$ cat src/rtl/qdr_arb_pkg.sv
// Shared definitions for the QDR request arbiter: FSM encoding, statistics
// counter width and the tag-width helper used to size the port-tag FIFO.
package qdr_arb_pkg;

  typedef enum logic {
    S_WAIT_PHY = 1'b0,
    S_RUN      = 1'b1
  } arb_state_t;

  localparam int STAT_WIDTH = 32;

  // Bits needed to hold a port number; never less than one bit.
  function automatic int tag_width(input int nports);
    return (nports > 2) ? $clog2(nports) : 1;
  endfunction

endpackage

$ cat src/rtl/qdr_arb_tag_fifo.sv
// Port-tag FIFO: remembers which requester issued each outstanding read so
// returned data can be steered back. The head entry is visible combinationally
// on pop_tag. Push and pop in the same cycle leave the occupancy unchanged.
module qdr_arb_tag_fifo #(
  parameter int DEPTH = 16,
  parameter int WIDTH = 1
) (
  input  logic             clk0,
  input  logic             reset_n,
  input  logic             push,
  input  logic [WIDTH-1:0] push_tag,
  input  logic             pop,
  output logic [WIDTH-1:0] pop_tag,
  output logic             full,
  output logic             empty
);

  localparam int AW = $clog2(DEPTH);

  logic [WIDTH-1:0] mem [DEPTH];
  logic [AW:0]      wr_ptr;
  logic [AW:0]      rd_ptr;
  logic             do_push;
  logic             do_pop;

  assign empty   = (wr_ptr == rd_ptr);
  assign full    = (wr_ptr[AW] != rd_ptr[AW]) && (wr_ptr[AW-1:0] == rd_ptr[AW-1:0]);
  assign do_pop  = pop & ~empty;
  assign do_push = push & ~full;
  assign pop_tag = mem[rd_ptr[AW-1:0]];

  // Tag storage; contents need no reset because the pointers gate every read.
  always_ff @(posedge clk0) begin
    if (do_push) begin
      mem[wr_ptr[AW-1:0]] <= push_tag;
    end
  end

  // Read and write pointers, with an extra wrap bit to tell full from empty.
  always_ff @(posedge clk0 or negedge reset_n) begin
    if (!reset_n) begin
      wr_ptr <= '0;
      rd_ptr <= '0;
    end else begin
      if (do_push) begin
        wr_ptr <= wr_ptr + 1'b1;
      end
      if (do_pop) begin
        rd_ptr <= rd_ptr + 1'b1;
      end
    end
  end

endmodule

$ cat src/rtl/qdr_req_arbiter.sv
// Round-robin arbiter sharing one QDR controller user port among NPORTS
// requesters. Reads are tagged with the issuing port so returned data is
// steered back to it one cycle after usr_rd_dvld.
// Build option: define QDR_ARB_STATS_EN to build per-port grant counters;
// without it stat_grants is tied to zero.
module qdr_req_arbiter
  import qdr_arb_pkg::*;
#(
  parameter int NPORTS     = 2,
  parameter int ADDR_WIDTH = 21,
  parameter int DATA_WIDTH = 72,
  parameter int BE_WIDTH   = 8,
  parameter int TAG_DEPTH  = 16
) (
  input  logic                         clk0,
  input  logic                         reset_n,
  input  logic                         phy_rdy,
  input  logic [NPORTS*ADDR_WIDTH-1:0] req_addr,
  input  logic [NPORTS-1:0]            req_wr,
  input  logic [NPORTS-1:0]            req_rd,
  input  logic [NPORTS*DATA_WIDTH-1:0] req_wr_data,
  input  logic [NPORTS*BE_WIDTH-1:0]   req_wr_be,
  output logic [NPORTS-1:0]            req_ack,
  output logic [DATA_WIDTH-1:0]        rsp_data,
  output logic [NPORTS-1:0]            rsp_dvld,
  output logic [ADDR_WIDTH-1:0]        usr_addr,
  output logic                         usr_wr_strb,
  output logic [DATA_WIDTH-1:0]        usr_wr_data,
  output logic [BE_WIDTH-1:0]          usr_wr_be,
  output logic                         usr_rd_strb,
  input  logic [DATA_WIDTH-1:0]        usr_rd_data,
  input  logic                         usr_rd_dvld,
  output logic                         tag_err,
  output logic [NPORTS*STAT_WIDTH-1:0] stat_grants
);

  localparam int TAG_W = tag_width(NPORTS);

  arb_state_t        state;
  arb_state_t        state_nxt;
  logic [NPORTS-1:0] eligible;
  logic              grant_vld;
  logic [TAG_W-1:0]  grant_idx;
  logic [TAG_W-1:0]  cand;
  logic [TAG_W-1:0]  rr_ptr;
  logic              run_ok;
  logic              fifo_push;
  logic              fifo_full;
  logic              fifo_empty;
  logic [TAG_W-1:0]  fifo_tag;

  logic [ADDR_WIDTH-1:0] addr_arr [NPORTS];
  logic [DATA_WIDTH-1:0] data_arr [NPORTS];
  logic [BE_WIDTH-1:0]   be_arr   [NPORTS];

  for (genvar p = 0; p < NPORTS; p++) begin : g_unpack
    assign addr_arr[p] = req_addr[p*ADDR_WIDTH +: ADDR_WIDTH];
    assign data_arr[p] = req_wr_data[p*DATA_WIDTH +: DATA_WIDTH];
    assign be_arr[p]   = req_wr_be[p*BE_WIDTH +: BE_WIDTH];
  end

  assign run_ok    = (state == S_RUN) && phy_rdy;
  assign fifo_push = grant_vld & req_rd[grant_idx];

  // PHY-ready state register.
  always_ff @(posedge clk0 or negedge reset_n) begin
    if (!reset_n) begin
      state <= S_WAIT_PHY;
    end else begin
      state <= state_nxt;
    end
  end

  // Follow phy_rdy: grants are only allowed once the controller is calibrated.
  always_comb begin
    state_nxt = state;
    case (state)
      S_WAIT_PHY: if (phy_rdy)  state_nxt = S_RUN;
      S_RUN:      if (!phy_rdy) state_nxt = S_WAIT_PHY;
    endcase
  end

  // A port competes if it requests, was not just acked, and any read it carries has a free tag.
  always_comb begin
    eligible = '0;
    for (int p = 0; p < NPORTS; p++) begin
      eligible[p] = (req_wr[p] | req_rd[p]) & ~req_ack[p] & ~(req_rd[p] & fifo_full);
    end
  end

  // Round-robin search starting just after the last winner.
  always_comb begin
    grant_vld = 1'b0;
    grant_idx = '0;
    cand      = '0;
    if (run_ok) begin
      for (int i = 1; i <= NPORTS; i++) begin
        cand = TAG_W'((int'(rr_ptr) + i) % NPORTS);
        if (!grant_vld && eligible[cand]) begin
          grant_vld = 1'b1;
          grant_idx = cand;
        end
      end
    end
  end

  // Issue registers: strobes and ack pulse for one cycle, payload holds between grants.
  always_ff @(posedge clk0 or negedge reset_n) begin
    if (!reset_n) begin
      rr_ptr      <= TAG_W'(NPORTS - 1);
      req_ack     <= '0;
      usr_wr_strb <= 1'b0;
      usr_rd_strb <= 1'b0;
      usr_addr    <= '0;
      usr_wr_data <= '0;
      usr_wr_be   <= '0;
    end else begin
      req_ack     <= '0;
      usr_wr_strb <= 1'b0;
      usr_rd_strb <= 1'b0;
      if (grant_vld) begin
        rr_ptr      <= grant_idx;
        req_ack     <= NPORTS'(1) << grant_idx;
        usr_wr_strb <= req_wr[grant_idx];
        usr_rd_strb <= req_rd[grant_idx];
        usr_addr    <= addr_arr[grant_idx];
        usr_wr_data <= data_arr[grant_idx];
        usr_wr_be   <= be_arr[grant_idx];
      end
    end
  end

  qdr_arb_tag_fifo #(
    .DEPTH (TAG_DEPTH),
    .WIDTH (TAG_W)
  ) u_tag_fifo (
    .clk0     (clk0),
    .reset_n  (reset_n),
    .push     (fifo_push),
    .push_tag (grant_idx),
    .pop      (usr_rd_dvld),
    .pop_tag  (fifo_tag),
    .full     (fifo_full),
    .empty    (fifo_empty)
  );

  // Steer returned data to the port at the head of the tag FIFO; an untagged return is flagged.
  always_ff @(posedge clk0 or negedge reset_n) begin
    if (!reset_n) begin
      rsp_dvld <= '0;
      rsp_data <= '0;
      tag_err  <= 1'b0;
    end else begin
      rsp_dvld <= '0;
      if (usr_rd_dvld) begin
        if (fifo_empty) begin
          tag_err <= 1'b1;
        end else begin
          rsp_dvld <= NPORTS'(1) << fifo_tag;
          rsp_data <= usr_rd_data;
        end
      end
    end
  end

`ifdef QDR_ARB_STATS_EN
  logic [STAT_WIDTH-1:0] stat_cnt [NPORTS];

  // Count acks per port; counters wrap naturally.
  always_ff @(posedge clk0 or negedge reset_n) begin
    if (!reset_n) begin
      for (int p = 0; p < NPORTS; p++) begin
        stat_cnt[p] <= '0;
      end
    end else begin
      for (int p = 0; p < NPORTS; p++) begin
        if (req_ack[p]) begin
          stat_cnt[p] <= stat_cnt[p] + 1'b1;
        end
      end
    end
  end

  for (genvar p = 0; p < NPORTS; p++) begin : g_stat
    assign stat_grants[p*STAT_WIDTH +: STAT_WIDTH] = stat_cnt[p];
  end
`else
  assign stat_grants = '0;
`endif

endmodule

$ cat config.mk
export PLATFORM = sky130hd
export DESIGN_NAME = qdr_req_arbiter
export DESIGN_NICKNAME = d
export VERILOG_FILES = /design/src/rtl/qdr_arb_pkg.sv /design/src/rtl/qdr_arb_tag_fifo.sv /design/src/rtl/qdr_req_arbiter.sv
export SDC_FILE = /design/constraint.sdc
export NUM_CORES = 1
export LEC_CHECK = 0
export ABC_AREA = 1
export CAP_MARGIN = 10
export CORE_AREA = 2 2 207 209
export CTS_BUF_LIST = sky130_fd_sc_hd__clkbuf_8 sky130_fd_sc_hd__clkbuf_16
export CTS_CLUSTER_SIZE = 25
export DETAILED_ROUTE_END_ITERATION = 10
export DIE_AREA = 0 0 209 211
export PLACE_DENSITY = 0.65
export SLEW_MARGIN = 10
export SYNTH_ARGS = -nofsm -noshare
export SYNTH_HDL_FRONTEND = slang
export SYNTH_HIERARCHICAL = 1
export SYNTH_SLANG_ARGS = --single-unit
$ cat constraint.sdc
create_clock -name clk0 -period 2.69 [get_ports clk0]
set_input_delay 0.6725 -clock clk0 [delete_from_list [all_inputs] [get_ports clk0]]
set_output_delay 0.6725 -clock clk0 [all_outputs]
set_load 0.02 [all_outputs]
==> results.toml <==
[outcome]
status = "finished clean"

[clock_tree]
cts-hold-fix-buffers = 0
h-tree-depth = 1
cts_setup_buffers = 0
cts_made_buffers = 25
clkTransAtPathRegs_ns = 0.06
cts.path.max_buffers = 3
clock_sinks = 208
root_buffer = "clkbuf_16"
clk_latency_ns = 0.54
cts_tree = "done"
cts_resized = 0

[synth]
synthArstFlopShare = 0.923
syn_area_um2 = 10700
ys_warn_count = 6
ys_ff_latch = 208
synthCells = 1309
synth_edf_count = 16
ys_types = 29
avgSynthCellArea_um2 = 8.21
seq_area_frac_synth = 0.492
synth_ff_type = "dfrtp_1"

[sta]
tightest_slew_ns = 0.514
fin_crit_sh = 0.936
grt_setup_unrepaired = "false"
post-route-min-period_ns = 2.52
hold_viol = 0
max_slew_margin = 0.657
whs_ns = 0.109
setup_viol_count_final = 0
setup_ws_ns = 0.172
final_max_slew_viol_count = 0
fmax_mhz = 397
setup-tns-final_ns = 0
finClkSkew_ns = 0.0248

[global_route]
antenna_found_initial = 1
grt_max_degree = 93
grt_overflow = 0
grt_first_pass_wirelength_mm = 54.0
grt_pass1_vias = 9821
gr-usage-all-layers = 0.153

[power_and_ir_drop]
p_leak_uw = 0.00831
ir_drop_uv = 408
powerDensity_nw_per_um2 = 899

[place]
placed_area_um2 = 15800
dp_hpwl_mm = 25.9
post-place-cells = 2274
post-place-ws_ns = 0.0289
gp_congestion = 0.830
port_buffers = 461

[drt]
drcViolationCount = 0
drt_iter0_drc = 406
vias_per_cell = 4.21
wl_per_cell_um = 14.9
ant_nets = 0
vias = 9768
drt_pass1_iterations = 4
wirelength_mm = 34.6

[final_layout]
n_antenna_cell = 0
fin_cells = 2319
fin_area_um2 = 16700
nets = 2049
syn2layout_area_growth_pct = 55.5
drive_gt1_frac = 0.0989

[floorplan]
die_x_um = 209
core_um2 = 41800
rows = 75
num_io_pins = 526
die_area_um2 = 44100
start_util = 0.257
die_h_um = 211

[setup_path]
cp_data_arrival_time_ns = 2.98
crit_type = "register to register"
cp-end-kind = "register"
start_kind = "register"
critPathMaxFanout = 92
cp.required_ns = 3.15

[worst_hold_path]
hold_path.class = "input pin to asynchronous set/reset pin"

[run]
max_cap_viol_count = 0
cell type report:
cell class,instances,area [µm²]
tap,539,674
multi-input combinational,798,4000
fill,4158,25100
clock inverter,12,113
inverter,236,888
timing repair buffer,493,5000
sequential,208,5290
clock buffer,33,736
power by group:
| group | total (µW) | leakage [µW] | internal (µW) | switching (µW) |
|---|---|---|---|---|
| Combinational | 6690 | 0.00541 | 3200 | 3500 |
| Sequential | 4880 | 0.00246 | 4230 | 652 |
| Clock | 3450 | 0.000439 | 2100 | 1350 |
| Total | 15000 | 0.00831 | 9520 | 5500 |
flip-flops by register name, indices dropped and copies added, names as in the netlist, 5 cells and up:
signal / cells
u_tag_fifo/mem: 16
u_tag_fifo/wr_ptr: 5
usr_wr_data: 72
usr_wr_be: 8
u_tag_fifo/rd_ptr: 5
rsp_data: 72
usr_addr: 21
cells in the mapped netlist, types with 2 or more instances:
cell type    n  share of area
edfxtp_1    16          0.045
nand4_1      2         0.0012
nand2_2      3         0.0017
xnor2_1      2         0.0016
nand2_1    389           0.14
nor2_2      11         0.0064
ha_1         5         0.0058
xor2_1       3         0.0024
o211ai_1     2         0.0014
inv_2        5         0.0017
nor2_1      16         0.0056
clkbuf_1     9         0.0031
nor2_4       2         0.0021
buf_2       50          0.023
o21ai_0      2        0.00093
mux2_2      72          0.075
buf_4       68          0.048
buf_6        2         0.0021
inv_1      231          0.081
nand3_1    220           0.10
dfrtp_1    191           0.44
worst paths after layout:
check	start	end	slack [ns]	cells past startpoint
max	u_tag_fifo/rd_ptr[1]	usr_addr[18]	0.17	15
min	reset_n	rsp_data[61]	0.11	1
max reg2reg	u_tag_fifo/rd_ptr[1]	usr_addr[18]	0.17	15
min reg2reg	tag_err	tag_err	0.46	1
max in group asynchronous	reset_n	usr_addr[4]	1.89	2
min in group clk0	tag_err	tag_err	0.46	1
per-stage QoR:
| stage | power (µW) | utilization |
|---|---|---|
| finish | 15000 | 0.400 |
| global route | 15900 | 0.400 |
| CTS | 15200 | 0.400 |
| detailed placement | 11700 | 0.379 |
| global placement | 11600 | 0.379 |
| floorplan | 8360 | - |
per-layer routing:
metal | vias up | wire length [µm] | part of all wire | track usage
li1 | 4770 | - | - | -
met1 | 4522 | 13600 | 0.39 | 0.181
met2 | 411 | 16400 | 0.47 | 0.257
met3 | 63 | 3130 | 0.090 | 0.0476
met4 | 2 | 1450 | 0.042 | 0.0685
met5 | - | 16 | 0.00046 | 0
cell usage in the layout, fill, tap and decap left out:
master and n:
conb_1 64, dfrtp_1 188, xor2_1 3, nor2_1 16, clkinv_2 4, bufinv_16 2
mux2_2 72, clkbuf_16 25, edfxtp_1 16, o211ai_1 2, nand3_1 220, nand2_4 4
buf_4 21, o21ai_1 1, clkdlybuf4s50_1 460, inv_4 1, clkbuf_8 9, nand3_2 1
dfstp_2 1, nand3_4 1, nand4_1 2, nand2_1 387, clkinv_4 1, nand2_2 2
o21ai_0 2, nor2_2 10, inv_6 1, a21o_1 1, inv_1 235, buf_12 10
buf_16 1, ha_1 5, xnor2_1 2, dfrtp_2 3, inv_2 4, nor2_4 3
worst max-delay path: stages (launching register included):
cell	delay, ns
dfrtp_2	0.46
inv_2	0.14
nand2_1	0.08
nand2_1	0.12
nor2_4	0.05
nand3_4	0.13
inv_1	0.08
nand2_1	0.06
o21ai_1	0.09
nor2_4	0.19
inv_2	0.08
nand2_4	0.08
buf_4	0.14
buf_16	0.27
nand3_1	0.20
nand2_1	0.10
logic make-up (layout without fill, tap and decap cells):
kind of cell | Yosys count | after routing | share of synthesized area
AO/OA/AOI/OAI | 6 | 6 | 0.00349
XOR/XNOR | 5 | 5 | 0.00408
adder cells (fa/ha/maj) | 5 | 5 | 0.00582
buffers and inverters | 366 | 774 | 0.160
flip-flops | 208 | 208 | 0.492
multiplexers | 72 | 72 | 0.0755
other | 1 | 64 | 0.000349
AND/OR/NAND/NOR | 646 | 646 | 0.259
(Power assumes the default switching activity.)
